`src/rtl/seg_scan_pkg.sv`:
```
// -----------------------------------------------------------------------------
// seg_scan_pkg
// Shared constants and types for the 8-digit hex scan display driver.
//   N_DIGITS : number of display digits
//   DIGIT_W  : bits per hex digit code
//   SEL_W    : width of the digit select index
//   DATA_W   : width of the full display word (N_DIGITS * DIGIT_W)
// -----------------------------------------------------------------------------
package seg_scan_pkg;

   localparam int N_DIGITS = 8;
   localparam int DIGIT_W  = 4;
   localparam int SEL_W    = 3;
   localparam int DATA_W   = N_DIGITS * DIGIT_W;

   typedef logic [DIGIT_W-1:0]  digit_t;
   typedef logic [SEL_W-1:0]    sel_t;
   typedef logic [DATA_W-1:0]   word_t;
   typedef logic [N_DIGITS-1:0] mask_t;

endpackage : seg_scan_pkg

```
`src/rtl/seg_scan_tick.sv`:
```
// -----------------------------------------------------------------------------
// scan_tick_gen
// Free-running prescaler producing a one-cycle tick every DIV clock cycles.
// Shared by the periodic board-I/O blocks (display scan, key debounce, ...).
//   clk  : system clock
//   rst  : synchronous active-high reset, clears the count
//   tick : high in the cycle the count equals DIV-1 (every cycle when DIV = 1)
// -----------------------------------------------------------------------------
module scan_tick_gen #(
   parameter int DIV = 100000
) (
   input  logic clk,
   input  logic rst,
   output logic tick
);

   // A one-bit counter is kept for DIV = 1 so the register is never zero-width;
   // it simply sits at 0 and the compare below is always true.
   localparam int               CNT_W = (DIV > 1) ? $clog2(DIV) : 1;
   localparam logic [CNT_W-1:0] LAST  = CNT_W'(DIV - 1);

   logic [CNT_W-1:0] cnt_r;

   // Prescaler count: 0..DIV-1, wrapping to 0 after the tick cycle.
   always_ff @(posedge clk) begin
      if (rst) begin
         cnt_r <= {CNT_W{1'b0}};
      end else if (cnt_r == LAST) begin
         cnt_r <= {CNT_W{1'b0}};
      end else begin
         cnt_r <= cnt_r + CNT_W'(1);
      end
   end

   assign tick = (cnt_r == LAST);

endmodule : scan_tick_gen

```
`src/rtl/seg_scan.sv`:
```
// -----------------------------------------------------------------------------
// seg_scan
// Time-multiplexed scan driver for the 8-digit hex display. A 32-bit word is
// staged by `load` and committed to the displayed (shadow) copy only at a frame
// boundary, so a frame never shows a mix of old and new digits.
//   clk        : system clock
//   rst        : synchronous active-high reset (abandons frame, drops pending load)
//   data_in    : new display word, digit i = data_in[4i+3:4i]
//   load       : single-cycle strobe, stage data_in (last load in a frame wins)
//   en_mask    : bit i enables digit i in the scan
//   an         : selected digit index (registered)
//   d          : hex code of selected digit (registered)
//   valid      : an/d show an enabled digit (registered)
//   frame_done : one-cycle pulse after each frame boundary (registered)
// -----------------------------------------------------------------------------
module seg_scan
   import seg_scan_pkg::*;
#(
   parameter int SCAN_DIV = 100000
) (
   input  logic               clk,
   input  logic               rst,
   input  logic [DATA_W-1:0]   data_in,
   input  logic               load,
   input  logic [N_DIGITS-1:0] en_mask,
   output logic [SEL_W-1:0]    an,
   output logic [DIGIT_W-1:0]  d,
   output logic               valid,
   output logic               frame_done
);

   // Next enabled digit after cur, searching cur+1, cur+2, ... and ending with
   // cur itself. The loop runs from the farthest offset down so the nearest
   // enabled digit is the last assignment. With an empty mask cur is returned.
   function automatic sel_t next_digit(input sel_t cur, input mask_t mask);
      sel_t res;
      sel_t idx;
      res = cur;
      for (int k = N_DIGITS; k >= 1; k--) begin
         idx = cur + SEL_W'(k);
         if (mask[idx]) begin
            res = idx;
         end else begin
            res = res;
         end
      end
      return res;
   endfunction

   logic  tick_s;
   sel_t  nxt_s;
   logic  boundary_s;

   sel_t  ptr_r;
   word_t shadow_r;
   word_t staged_r;
   logic  pending_r;

   scan_tick_gen #(
      .DIV (SCAN_DIV)
   ) u_tick (
      .clk  (clk),
      .rst  (rst),
      .tick (tick_s)
   );

   // Step target and frame-boundary detect: a boundary is a step that does not
   // move the pointer forward (wrap, or a lone enabled digit re-selecting itself).
   always_comb begin
      nxt_s      = next_digit(ptr_r, en_mask);
      boundary_s = 1'b0;
      if (tick_s && (en_mask != {N_DIGITS{1'b0}}) && (nxt_s <= ptr_r)) begin
         boundary_s = 1'b1;
      end else begin
         boundary_s = 1'b0;
      end
   end

   // Scan pointer and double-buffered display word. A load in the boundary
   // cycle leaves pending set, so it commits at the following boundary while
   // this boundary commits the previously staged value.
   always_ff @(posedge clk) begin
      if (rst) begin
         ptr_r     <= {SEL_W{1'b0}};
         shadow_r  <= {DATA_W{1'b0}};
         staged_r  <= {DATA_W{1'b0}};
         pending_r <= 1'b0;
      end else begin
         if (tick_s) begin
            ptr_r <= nxt_s;
         end
         if (boundary_s && pending_r) begin
            shadow_r <= staged_r;
         end
         if (load) begin
            staged_r  <= data_in;
            pending_r <= 1'b1;
         end else if (boundary_s) begin
            pending_r <= 1'b0;
         end
      end
   end

   // Output register, one cycle behind pointer/shadow.
   always_ff @(posedge clk) begin
      if (rst) begin
         an         <= {SEL_W{1'b0}};
         d          <= {DIGIT_W{1'b0}};
         valid      <= 1'b0;
         frame_done <= 1'b0;
      end else begin
         an         <= ptr_r;
         d          <= shadow_r[DIGIT_W*ptr_r +: DIGIT_W];
         valid      <= en_mask[ptr_r];
         frame_done <= boundary_s;
      end
   end

endmodule : seg_scan
```
`config.mk`:
```
export PLATFORM = sky130hd
export DESIGN_NAME = seg_scan
export DESIGN_NICKNAME = d
export VERILOG_FILES = /design/src/rtl/seg_scan_pkg.sv /design/src/rtl/seg_scan_tick.sv /design/src/rtl/seg_scan.sv
export SDC_FILE = /design/constraint.sdc
export NUM_CORES = 1
export LEC_CHECK = 0
export BUFFER_PORTS_ARGS = -buffer_cell sky130_fd_sc_hd__buf_2
export CORE_ASPECT_RATIO = 0.9
export CORE_UTILIZATION = 60
export DETAILED_ROUTE_END_ITERATION = 8
export PLACE_DENSITY = 0.8
export SLEW_MARGIN = 10
export SYNTH_ARGS = -nofsm -noshare
export SYNTH_HDL_FRONTEND = slang
export SYNTH_SLANG_ARGS = --single-unit
export TNS_END_PERCENT = 30
```
`constraint.sdc`:
```
create_clock -name clk -period 10.7 [get_ports clk]
set_input_delay 2.14 -clock clk [delete_from_list [all_inputs] [get_ports clk]]
set_output_delay 2.14 -clock clk [all_outputs]
set_load 0.005 [all_outputs]
```
### Word level (Yosys, flattened, before mapping)

Cells that the tools add are included.

| storage, ports and cells | value |
|---|---|
| memories | 0 |
| bits in writable memories | 0 |
| logic and storage cells | 60 |
| bits in registers | 94 |
| input bits | 43 |
| bits in latches | 0 |
| ROM bits | 0 |
| output and inout port bits | 9 |

| operators by class | value |
|---|---|
| reductions and logical operators | 6 |
| mux-type cells | 26 |
| div/mod/pow operators | 0 |
| $add $sub $neg | 8 |
| shifts and indexed selects | 1 |
| order comparisons | 9 |
| bitwise operators | 0 |
| equal/unequal tests | 1 |
| multipliers | 0 |

Operator list:

| operator | number |
|---|---|
| < comparator 3 x 4 -> 1 bit, second input constant | 8 |
| indexed part select 32 x 6 -> 4 bit | 1 |
| binary-select mux 1 bit (select 3 bit) | 8 |
| two-way mux 3 bit | 7 |
| adder 17 x 1 -> 17 bit, second input constant | 1 |
| equality test 17 bit, second input constant | 1 |
| adder 3 bit, second input constant | 4 |
| two-way mux 1 bit | 11 |
| nonzero test 8 bit | 1 |
| adder 3 x 2 -> 3 bit, second input constant | 2 |
| adder 3 x 1 -> 3 bit, second input constant | 1 |
| <= comparator 3 bit | 1 |
| logical AND 1 bit | 3 |
| nonzero test 2 bit | 1 |
| OR reduction 2 bit | 1 |

### Logic depth before layout (Yosys ltp)

Gate-level depths: netlist (run 1).

| depth | value |
|---|---|
| depth after elaboration | 15 |
| mapped depth | 19 |
| mapped depth without buffers | 15 |

### Hierarchy

From an unflattened synthesis (run 1), not the netlist that was laid out.

| second synthesis, totals | value |
|---|---|
| cell total of the unflattened synthesis | 477 |
| area total of the unflattened synthesis | 4719.5 um^2 |

Modules (own cells, without submodules):

| module | instances | cells an instance | area each (um^2) |
|---|---|---|---|
| seg_scan | 1 | 389 | 3922.5 |
| scan_tick_gen | 1 | 88 | 797.0 |

### Least setup slack after synthesis (run 1)

OpenSTA, ideal clock, no wires.

| timing path | value |
|---|---|
| kind | in2reg |
| from | in en_mask[4] |
| to | reg shadow_r[20] |
| slack | 5.655 ns |
| stages | 14 |
| data required time | 10.572 ns |
| arrival time | 4.918 ns |
| path through | mux4_2 -> and2_1 -> a2111oi_0 -> a211oi_1 -> a31oi_1 -> o21ai_1 -> ha_1 -> nor2b_1 -> o21a_1 -> o21ai_0 -> nand4_1 -> buf_2 -> mux2i_1 -> nor2_1 |

| between the ends | value |
|---|---|
| longest elaborated chain between the ends | 13 |
| elaborated cells on any way between the ends | 27 |
| those cells by class | 1 x order compare; 22 x mux; 4 x reduce/logical |

Ends and longest elaborated chain:

| item | RTL line | text |
|---|---|---|
| start: declaration | seg_scan.sv:25 | `input logic [N_DIGITS-1:0] en_mask,` |
| binary-select mux 1 bit (select 3 bit) | seg_scan.sv:41 | `if (mask[idx]) begin` |
| two-way mux 1 bit (implied by the code) | seg_scan.sv:41 |  |
| two-way mux 3 bit (6 in a row) | seg_scan.sv:41 |  |
| two-way mux 3 bit (*) | seg_scan.sv:41 |  |
| net nxt_s[1] | seg_scan.sv:51 | `sel_t nxt_s;` |
| <= comparator 3 bit (*) | seg_scan.sv:72 | `if (tick_s && (en_mask != {N_DIGITS{1'b0}}) && (nxt_s <= ptr_r)) begin` |
| logical AND 1 bit (*) | seg_scan.sv:72 |  |
| two-way mux 1 bit (*) | seg_scan.sv:72 |  |
| logical AND 1 bit (*) | seg_scan.sv:92 | `if (boundary_s && pending_r) begin` |
| end signal: assignment | seg_scan.sv:85 | `shadow_r <= {DATA_W{1'b0}};` |
| end signal: assignment | seg_scan.sv:93 | `shadow_r <= staged_r;` |
| end: declaration | seg_scan.sv:55 | `word_t shadow_r;` |

Mark *: on every way through the listed nets, which the timed path passes. The rest lies on a longest branch. The select of a mux whose other input is x is not followed.
A chain may end at the register's enable or synchronous reset.

### Worst setup path after layout (run 1)

| timing path | value |
|---|---|
| from | in en_mask[3] |
| to | reg shadow_r[16] |

Same word-level chain as after synthesis.

==> flow_summary_export.csv, run 1 <==
group,metric,value,unit
status,status,"complete, no violations",
clock_tree,cts_sinks,94,
sta,period_minus_slack,5.33,ns
hold_path,min_path_type,"flop to flop",
clock_tree,post_cts_buffers,0,
floorplanning,ios,52,
flow_run,timing.max_cap.violations,0,
power_and_ir_drop,power_leakage,2.25,nW
synth,synth_warnings,0,
route,drtAntennaViolNets,0,
clock_tree,cts_buffers,9,
clock_tree,ctsResizeCount,0,
synth,ys_types,60,
power_and_ir_drop,switchingPower,0.168,mW
sta,fin_tns_setup,0,ns
place,portBuffers,51,
route,drt_iter0_markers,218,
power_and_ir_drop,intPower,0.495,mW
synth,async_flop_share,0,%
clock_tree,clockBufferDepth,2,
power_and_ir_drop,powerDensity,132,nW/um^2
clock_tree,path_clk_slew,0.10,ns
finish,n_fill_cell,547,
grt,antenna_found_initial,0,
place,globalplace.congestion,0.869,
floorplanning,die_width,93.8,um
route,routed_via_density,5.84,
synth,synth_ff_type,"dfxtp_1",
floorplanning,rows,29,
finish,antenna_cells,0,
sta,fmax,188,MHz
setup_path,crit_type,"input port to flop",
grt,grt.total_usage,25.1,%
finish,design_area,5040,sq um
finish,final_core_util,70.1,%
grt,grt_max_degree,80,
place,placed_cells,583,
clock_tree,postCtsHoldBufs,0,
finish,drive_gt1_share,20.0,%
sta,tightest_slew,0.986,ns
place,hpwl,6.49,mm
power_and_ir_drop,vdd_drop_max,0.0000987,V
synth,synth-edff-count,0,
synth,synth_most_common_cell,"nor2_1",
power_and_ir_drop,p_sw_share,25.3,%
setup_path,cp.required,10.92,ns
floorplanning,coreArea,7180,sq um
clock_tree,cts_tree,"yes",
synth,avgSynthCellArea,9.84,sq um
sta,rsz0062_at_grt,"false",
synth,ys_ff_latch,94,
sta,skew,0.0118,ns
setup_path,cp-end-kind,"flop",
setup_path,critPathArrivalTime,5.54,ns
synth,ys_top_cells_by_count,"98 x nor2_1, 94 x dfxtp_1, 72 x mux2i_1",
synth,syn-num-nets,511,
setup_path,start_kind,"input port",
sta,hold_viol_final,0,
finish,fin_cells,599,
finish,nNetsFinal,550,
synth,netlist_instances,462,
route,drtPass1Iterations,5,
sta,min_period_over_period,49.8,%
power_and_ir_drop,comb_power_share,7.6,%
floorplanning,die-area,7930,sq um
clock_tree,clk_latency,0.37,ns
route,wire_per_inst,15.7,um
place,place_area,4820,sq um
grt,grt_pass1_wl,15.6,mm
route,routed_wirelength,9.42,mm
grt,grt_pass1_vias,3289,
power_and_ir_drop,seq_power_share,54.9,%
floorplanning,die_y,84.6,um
sta,maxSlewViolCount,0,
sta,finalSetupViolations,0,
route,drc,0,
finish,areaGrowthSynthToFinish,10.9,%
synth,yosys.area.top_type_share,41.4,%
route,vias,3499,
clock_tree,root_buffer,"clkbuf_8",
power_and_ir_drop,power,0.663,mW
sta,relSlewSlack,34.1,%
synth,seq_area_frac_synth,41.4,%
synth,synthTopCellsByArea,"dfxtp_1 41%, mux2i_1 16%, nor2_1 8.1%",
setup_path,cp_max_fo,32,
power_and_ir_drop,p_clk_share,37.5,%
synth,synth_top_cell_by_area,"dfxtp_1",
floorplanning,initial_core_util,63.3,%
synth,syn_area,4550,sq um
grt,grt.overflow.total,0,
clock_tree,cts_max_level,3,
-- worst max-delay path, stage by stage --
cell and delay (ns):
buf_2 0.14, mux4_2 0.57, a21boi_0 0.16, a32oi_1 0.30
a2bb2oi_1 0.33, o2111ai_1 0.23, o21ai_1 0.17, ha_1 0.25
nor2b_1 0.13, o21a_1 0.16, o21ai_0 0.20, nand4_1 0.13
buf_4 0.31, mux2i_1 0.23, nor2_1 0.07
-- cells in the final DEF, fill, tap and decap left out, drive strengths merged, types with 3 or more instances in the layout --
cell and count:
nor3 6, nor4 4, inv 14, a31oi 4, nand2 26, buf 55
mux2i 72, dfxtp 94, o21ai 4, clkinv 3, mux4 17, nand3 10
xnor2 10, mux2 8, clkbuf 9, a21oi 9, xor2 9, nand4 3
nor2 98, ha 6, a211oi 3, or3 4
-- power by group through the flow --
stage	combinational (mW)	sequential (mW)	clock (mW)
2_1_floorplan	0.0339	0.370	0
3_3_place_gp	0.0480	0.372	0
3_5_place_dp	0.0497	0.372	0
4_1_cts	0.0501	0.364	0.254
5_1_grt	0.0557	0.365	0.269
6_report	0.0504	0.364	0.249
-- kinds of logic after synthesis --
kind of cell	Yosys count	synth area share (%)
AND/OR/NAND/NOR	167	16.4
adder cells (fa/ha/maj)	6	1.65
XOR/XNOR	19	3.66
AO/OA/AOI/OAI	40	6.91
flip-flops	94	41.4
multiplexers	97	26.3
buffers and inverters	39	3.69
-- state kept, by name (all words and copies together) (netlist names) --
register / cells
shadow_r: 32
staged_r: 32
u_tick.cnt_r: 17
d: 4
an: 3
ptr_r: 3
frame_done: 1
pending_r: 1
valid: 1
-- layout make-up --
class | instances | area [sq um] | area share, %
clock buffer | 9 | 124 | 2.46
clock inverter | 7 | 91.3 | 1.81
inverter | 12 | 45.0 | 0.894
multi-input combinational | 329 | 2500 | 49.5
sequential | 94 | 1880 | 37.3
tap | 93 | 116 | 2.31
timing repair buffer | 55 | 285 | 5.66
-- path summary, 6_finish.rpt --
path / startpoint / end / slack, ns / cells after the start
min reg2reg: u_tick.cnt_r[0] / u_tick.cnt_r[0] / 0.46 / 1
min: u_tick.cnt_r[0] / u_tick.cnt_r[0] / 0.46 / 1
max reg2reg: ptr_r[0] / shadow_r[16] / 5.90 / 16
max: en_mask[3] / shadow_r[16] / 5.37 / 15
-- per-layer routing --
metal	part of all wire [%]	track usage (%)	wire length [um]
met1	46	33.9	4300
met2	48	40.0	4490
met3	5.6	6.34	525
met4	1.1	6.57	101
met5	0	0	0
-- per-stage QoR --
stage          worst slack, ns  hold WS, ns
3_3_place_gp              5.18        0.427
3_5_place_dp              5.04        0.438
6_report                  5.37        0.461
5_1_grt                   5.08        0.514
4_1_cts                   5.43        0.462
2_1_floorplan             5.65        0.418
(Power assumes the default switching activity.)
==> run 2, diff against run 1 <==
--- a/config.mk
+++ b/config.mk
@@ -7,9 +7,9 @@
 export LEC_CHECK = 0
 export BUFFER_PORTS_ARGS = -buffer_cell sky130_fd_sc_hd__buf_2
 export CORE_ASPECT_RATIO = 0.9
-export CORE_UTILIZATION = 60
+export CORE_UTILIZATION = 53
 export DETAILED_ROUTE_END_ITERATION = 8
-export PLACE_DENSITY = 0.8
+export PLACE_DENSITY = 0.74
 export SLEW_MARGIN = 10
 export SYNTH_ARGS = -nofsm -noshare
 export SYNTH_HDL_FRONTEND = slang
==> constraint.sdc (replaced) <==
create_clock -name clk -period 4.4 [get_ports clk]
set_input_delay 0.88 -clock clk [delete_from_list [all_inputs] [get_ports clk]]
set_output_delay 0.88 -clock clk [all_outputs]
set_load 0.005 [all_outputs]
==> run 2 against run 1 <==
Sequential cell count is the same; cell area grew 0.94%; wire length shrank 0.67%; first-iteration DRC count shrank 38%; sequential power grew 140%; register-to-register slack lost 5.7 ns; critical path depth grew 1; worst hold slack gained 0.0042 ns; via count shrank 1.0%; count of clock-buffer cells in the layout grew 1; sequential share of layout area shrank 0.35 points; critical endpoint is now shadow_r[25]; die area grew 13%.
==> flow_summary_export.csv, run 2 (synthesis gave the netlist of run 1 again) <==
group,metric,value,unit
power_and_ir_drop,power_leakage,2.25,nW
route,drt_iter0_markers,135,
route,drc,0,
finish,final_common_cell,"nor2_1",
power_and_ir_drop,p_clk_share,36.6,%
clock_tree,cts_buffers,9,
setup_path,crit_type,"flop to flop",
grt,grt_pass1_vias,3254,
power_and_ir_drop,powerDensity,312,nW/um^2
sta,tightest_slew,0.969,ns
floorplanning,initial_core_util,55.5,%
floorplanning,coreArea,8180,sq um
floorplanning,rows,31,
clock_tree,cts_max_level,3,
power_and_ir_drop,p_sw_share,24.0,%
grt,grt_max_degree,77,
place,portBuffers,51,
route,vias,3463,
hold_path,min_path_type,"flop to flop",
power_and_ir_drop,vdd_drop_max,0.000280,V
grt,grt_pass1_wl,15.5,mm
clock_tree,cts_sinks,94,
floorplanning,die-area,8950,sq um
setup_path,start_kind,"flop",
floorplanning,die_y,89.9,um
floorplanning,ios,52,
grt,grt.total_usage,21.9,%
power_and_ir_drop,intPower,1.21,mW
finish,top_regs,"shadow_r: 32 flops, staged_r: 32 flops, u_tick.cnt_r: 17 flops",
finish,drive_gt1_share,20.6,%
clock_tree,clockBufferDepth,2,
setup_path,critPathArrivalTime,4.43,ns
power_and_ir_drop,seq_power_share,55.7,%
route,wire_per_inst,15.0,um
setup_path,r2r_setup_slack,0.19,ns
sta,relSlewSlack,35.4,%
finish,nNetsFinal,553,
finish,final_cell_mix,"98 x nor2_1, 94 x dfxtp_1, 72 x mux2i_1, 51 x buf_2, 26 x nand2_1",
status,status,"complete, no violations",
grt,grt.overflow.total,0,
route,routed_wirelength,9.36,mm
route,routed_via_density,5.55,
clock_tree,path_clk_slew,0.09,ns
place,hpwl,6.53,mm
sta,min_period_over_period,95.7,%
power_and_ir_drop,power,1.59,mW
sta,period_minus_slack,4.21,ns
place,globalplace.congestion,0.833,
sta,maxSlewViolCount,0,
grt,antenna_found_initial,0,
finish,antenna_cells,0,
power_and_ir_drop,switchingPower,0.382,mW
sta,finalSetupViolations,0,
sta,skew,0.00789,ns
finish,areaGrowthSynthToFinish,11.9,%
route,drtAntennaViolNets,0,
power_and_ir_drop,comb_power_share,7.7,%
setup_path,cp_max_fo,32,
setup_path,cp.required,4.63,ns
sta,hold_viol_final,0,
clock_tree,post_cts_buffers,0,
clock_tree,clk_latency,0.36,ns
finish,n_fill_cell,701,
sta,fmax,238,MHz
setup_path,cp-end-kind,"flop",
clock_tree,cts_tree,"yes",
route,drtPass1Iterations,5,
sta,fin_tns_setup,0,ns
floorplanning,die_width,99.6,um
flow_run,timing.max_cap.violations,0,
sta,rsz0062_at_grt,"false",
clock_tree,root_buffer,"clkbuf_8",
-- run 2: layout make-up --
class                      instances  area [sq um]  area share [%]
tap                              115           144            2.83
sequential                        94          1880            37.0
clock inverter                     6          68.8            1.35
clock buffer                      10           138            2.71
inverter                          12          45.0           0.885
multi-input combinational        329          2500            49.1
timing repair buffer              58           312            6.12
-- run 2: power by group through the flow --
stage               logic [mW]  registers [mW]  clock network [mW]
floorplan               0.0823           0.899                   0
global placement         0.116           0.904                   0
detailed placement       0.121           0.905                   0
CTS                      0.123           0.885               0.596
global route             0.136           0.888               0.634
finish                   0.122           0.885               0.582
-- run 2: critical path, stage by stage (launching register included) --
cell       delay [ns]
dfxtp_1          0.33
inv_1            0.11
ha_2             0.55
mux4_2           0.42
and2_1           0.21
a2111oi_0        0.49
a211oi_1         0.18
a31oi_1          0.22
o21ai_1          0.10
ha_1             0.29
nor2b_1          0.13
o21a_1           0.16
o21ai_0          0.20
nand4_1          0.14
buf_6            0.25
mux2i_1          0.21
nor2_1           0.06
-- run 2: timing repair --
action / CTS / global route
hold buffers: 0 / 0
setup endpoints to repair: 0 / 32
gates resized for setup: 0 / 2
-- run 2: final timing paths --
| check | startpoint | to | depth (start not counted) |
|---|---|---|---|
| max | ptr_r[0] | shadow_r[25] | 16 |
| min | u_tick.cnt_r[0] | u_tick.cnt_r[0] | 1 |
| max reg2reg | ptr_r[0] | shadow_r[25] | 16 |
| min reg2reg | u_tick.cnt_r[0] | u_tick.cnt_r[0] | 1 |
-- run 2: layer usage --
| metal | share of wire (%) | track usage [%] | up-vias |
|---|---|---|---|
| met5 | 0 | 0 | - |
| met2 | 46 | 34.5 | 91 |
| met3 | 5.7 | 5.91 | 10 |
| met1 | 48 | 29.4 | 1643 |
| met4 | 1.1 | 6.86 | 0 |
| li1 | - | - | 1719 |
-- run 2: stage by stage --
stage          hold WS (ns)  worst slack, ns  util [%]  area (sq um)  std cells
6_report              0.465            0.191      62.2          5090        624
5_1_grt               0.499           0.0626      62.2          5090        624
4_1_cts               0.472           0.0825      62.1          5080        624
3_5_place_dp          0.454            0.117      59.6          4870        608
3_3_place_gp          0.427            0.240      59.6          4870        608
2_1_floorplan         0.418            0.432         -          4550        462
==> run 3, diff against run 2 <==
--- a/config.mk
+++ b/config.mk
@@ -5,6 +5,7 @@
 export SDC_FILE = /design/constraint.sdc
 export NUM_CORES = 1
 export LEC_CHECK = 0
+export ABC_AREA = 1
 export BUFFER_PORTS_ARGS = -buffer_cell sky130_fd_sc_hd__buf_2
 export CORE_ASPECT_RATIO = 0.9
 export CORE_UTILIZATION = 53
==> run 3 against run 2 <==
Combinational power decreased by 12%; register-to-register slack improved by 0.31 ns; first-iteration DRC count increased by 30%; global-route usage grew 0.14 points; clock power shrank 7.2%; highest routed layer unchanged.
==> flow_summary_export.csv, run 3 <==
group,metric,value,unit
floorplanning,rows,31,
floorplanning,coreArea,8150,sq um
finish,final_common_cell,"nor2_1",
clock_tree,path_clk_slew,0.09,ns
clock_tree,root_buffer,"clkbuf_8",
sta,finalSetupViolations,0,
finish,antenna_cells,0,
synth,ys_types,37,
finish,drive_gt1_share,21.7,%
hold_path,whs_path_depth,1,
setup_path,critPathArrivalTime,4.10,ns
place,place_area,4780,sq um
floorplanning,ios,52,
synth,synth_top_cell_by_area,"dfxtp_1",
grt,grt_pass1_vias,3398,
synth,synthTopCellsByArea,"dfxtp_1 42%, nor2_1 9.7%, a211oi_2 8.9%",
clock_tree,cts_buffers,9,
synth,yosys.area.top_type_share,41.7,%
route,drc,0,
finish,design_area,4970,sq um
sta,hold_viol_final,0,
sta,fin_tns_setup,0,ns
route,drt_iter0_markers,176,
sta,skew,0.0134,ns
grt,antenna_found_initial,0,
grt,grt.total_usage,22.1,%
clock_tree,clk_latency,0.36,ns
clock_tree,cts_sinks,94,
synth,synth_warnings,0,
finish,fin_cells,730,
power_and_ir_drop,comb_power_share,7.0,%
floorplanning,die_width,99.3,um
power_and_ir_drop,powerDensity,309,nW/um^2
route,drtAntennaViolNets,0,
sta,relSlewSlack,36.3,%
power_and_ir_drop,seq_power_share,57.8,%
flow_run,timing.max_cap.violations,0,
route,routed_via_density,5.23,
finish,top_regs,"shadow_r: 32 flops, staged_r: 32 flops, u_tick.cnt_r: 17 flops",
power_and_ir_drop,p_sw_share,24.7,%
synth,netlist_instances,586,
synth,synth-edff-count,0,
floorplanning,initial_core_util,55.5,%
route,vias,3820,
setup_path,start_kind,"flop",
sta,rsz0062_at_grt,"false",
place,placed_cells,714,
finish,nNetsFinal,675,
route,wire_per_inst,12.9,um
finish,areaGrowthSynthToFinish,9.97,%
synth,synth_most_common_cell,"nor2_1",
place,hpwl,6.78,mm
route,routed_wirelength,9.41,mm
route,drtPass1Iterations,4,
hold_path,min_path_type,"flop to flop",
sta,tightest_slew,0.954,ns
floorplanning,die_y,89.6,um
setup_path,cp.required,4.61,ns
power_and_ir_drop,p_clk_share,35.2,%
clock_tree,cts_tree,"yes",
finish,n_fill_cell,746,
finish,final_core_util,61.0,%
setup_path,r2r_cells,22,
power_and_ir_drop,intPower,1.16,mW
sta,maxSlewViolCount,0,
setup_path,cp_max_fo,40,
power_and_ir_drop,switchingPower,0.378,mW
sta,min_period_over_period,88.6,%
grt,grt_max_degree,45,
grt,grt_pass1_wl,15.5,mm
sta,period_minus_slack,3.90,ns
synth,syn_area,4520,sq um
synth,synth_ff_type,"dfxtp_1",
setup_path,cp-end-kind,"flop",
synth,syn-num-nets,635,
status,status,"complete, no violations",
sta,fmax,257,MHz
clock_tree,clockBufferDepth,2,
finish,final_cell_mix,"117 x nor2_1, 93 x dfxtp_1, 85 x nand2_1, 60 x inv_1, 51 x buf_2",
place,portBuffers,51,
clock_tree,post_cts_buffers,0,
power_and_ir_drop,power_leakage,2.15,nW
synth,async_flop_share,0,%
setup_path,crit_type,"flop to flop",
place,globalplace.congestion,0.878,
synth,seq_area_frac_synth,41.7,%
floorplanning,die-area,8900,sq um
clock_tree,cts_max_level,3,
grt,grt.overflow.total,0,
synth,ys_ff_latch,94,
power_and_ir_drop,vdd_drop_max,0.000214,V
synth,ys_top_cells_by_count,"117 x nor2_1, 94 x dfxtp_1, 85 x nand2_1",
synth,avgSynthCellArea,7.71,sq um
-- run 3: cell count changes after synthesis, moves of 19 or more --
cell / change
mux2i_1: -72
nand2_1: +59
inv_1: +51
o21ai_0: +38
a211oi_2: +32
nand3_1: +26
nor2_1: +19
-- run 3: logic make-up (layout without fill, tap and decap cells) --
logic type                 after synthesis  count (layout)  synth area share [%]
and+or+nand+nor                        267             267                  26.4
AOI/OAI and AO/OA                      112             112                  18.9
buffers and inverters                  100             145                  9.94
DFF                                     94              94                  41.7
xor gates and xnor gates                 7               7                  1.36
adders and majority gates                6               6                  1.66
-- run 3: metal layers --
| layer | track usage [%] | up-vias | part of all wire, % |
|---|---|---|---|
| met3 | 4.57 | 16 | 3.1 |
| met1 | 28.7 | 1731 | 49 |
| li1 | - | 1993 | - |
| met5 | 0 | - | 0 |
| met2 | 37.7 | 80 | 47 |
| met4 | 6.42 | 0 | 1.3 |
-- run 3: power by group through the flow --
stage                     Combinational, mW  Sequential, mW  Clock (mW)
after floorplan                      0.0703           0.902           0
after global placement                0.105           0.906           0
after detailed placement              0.107           0.906           0
after CTS                             0.108           0.886       0.556
after global routing                  0.122           0.889       0.591
final                                 0.107           0.887       0.540
-- run 3: repair_timing --
action,4_1_cts,5_1_grt
hold buffers,0,0
setup endpoints to repair,0,20
resized for setup,0,1
-- run 3: final timing paths --
| check | startpoint | to | slack (ns) |
|---|---|---|---|
| worst max-delay path | ptr_r[1] | shadow_r[9] | 0.50 |
| worst min-delay path | u_tick.cnt_r[0] | u_tick.cnt_r[0] | 0.47 |
| worst max register to register | ptr_r[1] | shadow_r[9] | 0.50 |
| worst min register to register | u_tick.cnt_r[0] | u_tick.cnt_r[0] | 0.47 |
-- run 3: area by class of cell --
class | instances | area [sq um] | area share, %
clock buffer | 13 | 159 | 3.20
multi-input combinational | 392 | 2190 | 44.0
timing repair buffer | 56 | 305 | 6.14
sequential | 94 | 1880 | 37.9
inverter | 73 | 284 | 5.72
clock inverter | 3 | 26.3 | 0.529
tap | 99 | 124 | 2.49
-- run 3: worst max-delay path, cell delays in order, from the launching register on --
cell,delay [ns]
dfxtp_2,0.50
inv_2,0.17
ha_1,0.42
inv_2,0.16
nand3_1,0.15
nand3_1,0.16
nand2_1,0.06
nand3_1,0.07
nand2_1,0.06
nand2_1,0.06
nand2_1,0.05
nand2_1,0.07
nand2_1,0.06
nand2_1,0.07
nand2_1,0.06
ha_1,0.31
a21oi_1,0.14
a32oi_1,0.07
a21oi_1,0.31
nand3_4,0.31
buf_12,0.30
nor2_1,0.15
a211oi_2,0.05
-- run 3: metrics by stage --
step | hold slack [ns] | setup WS (ns) | total power [mW]
6_report | 0.465 | 0.503 | 1.53
5_1_grt | 0.486 | 0.157 | 1.60
4_1_cts | 0.464 | 0.318 | 1.55
3_5_place_dp | 0.443 | 0.355 | 1.01
3_3_place_gp | 0.428 | 0.524 | 1.01
2_1_floorplan | 0.418 | 1.23 | 0.972
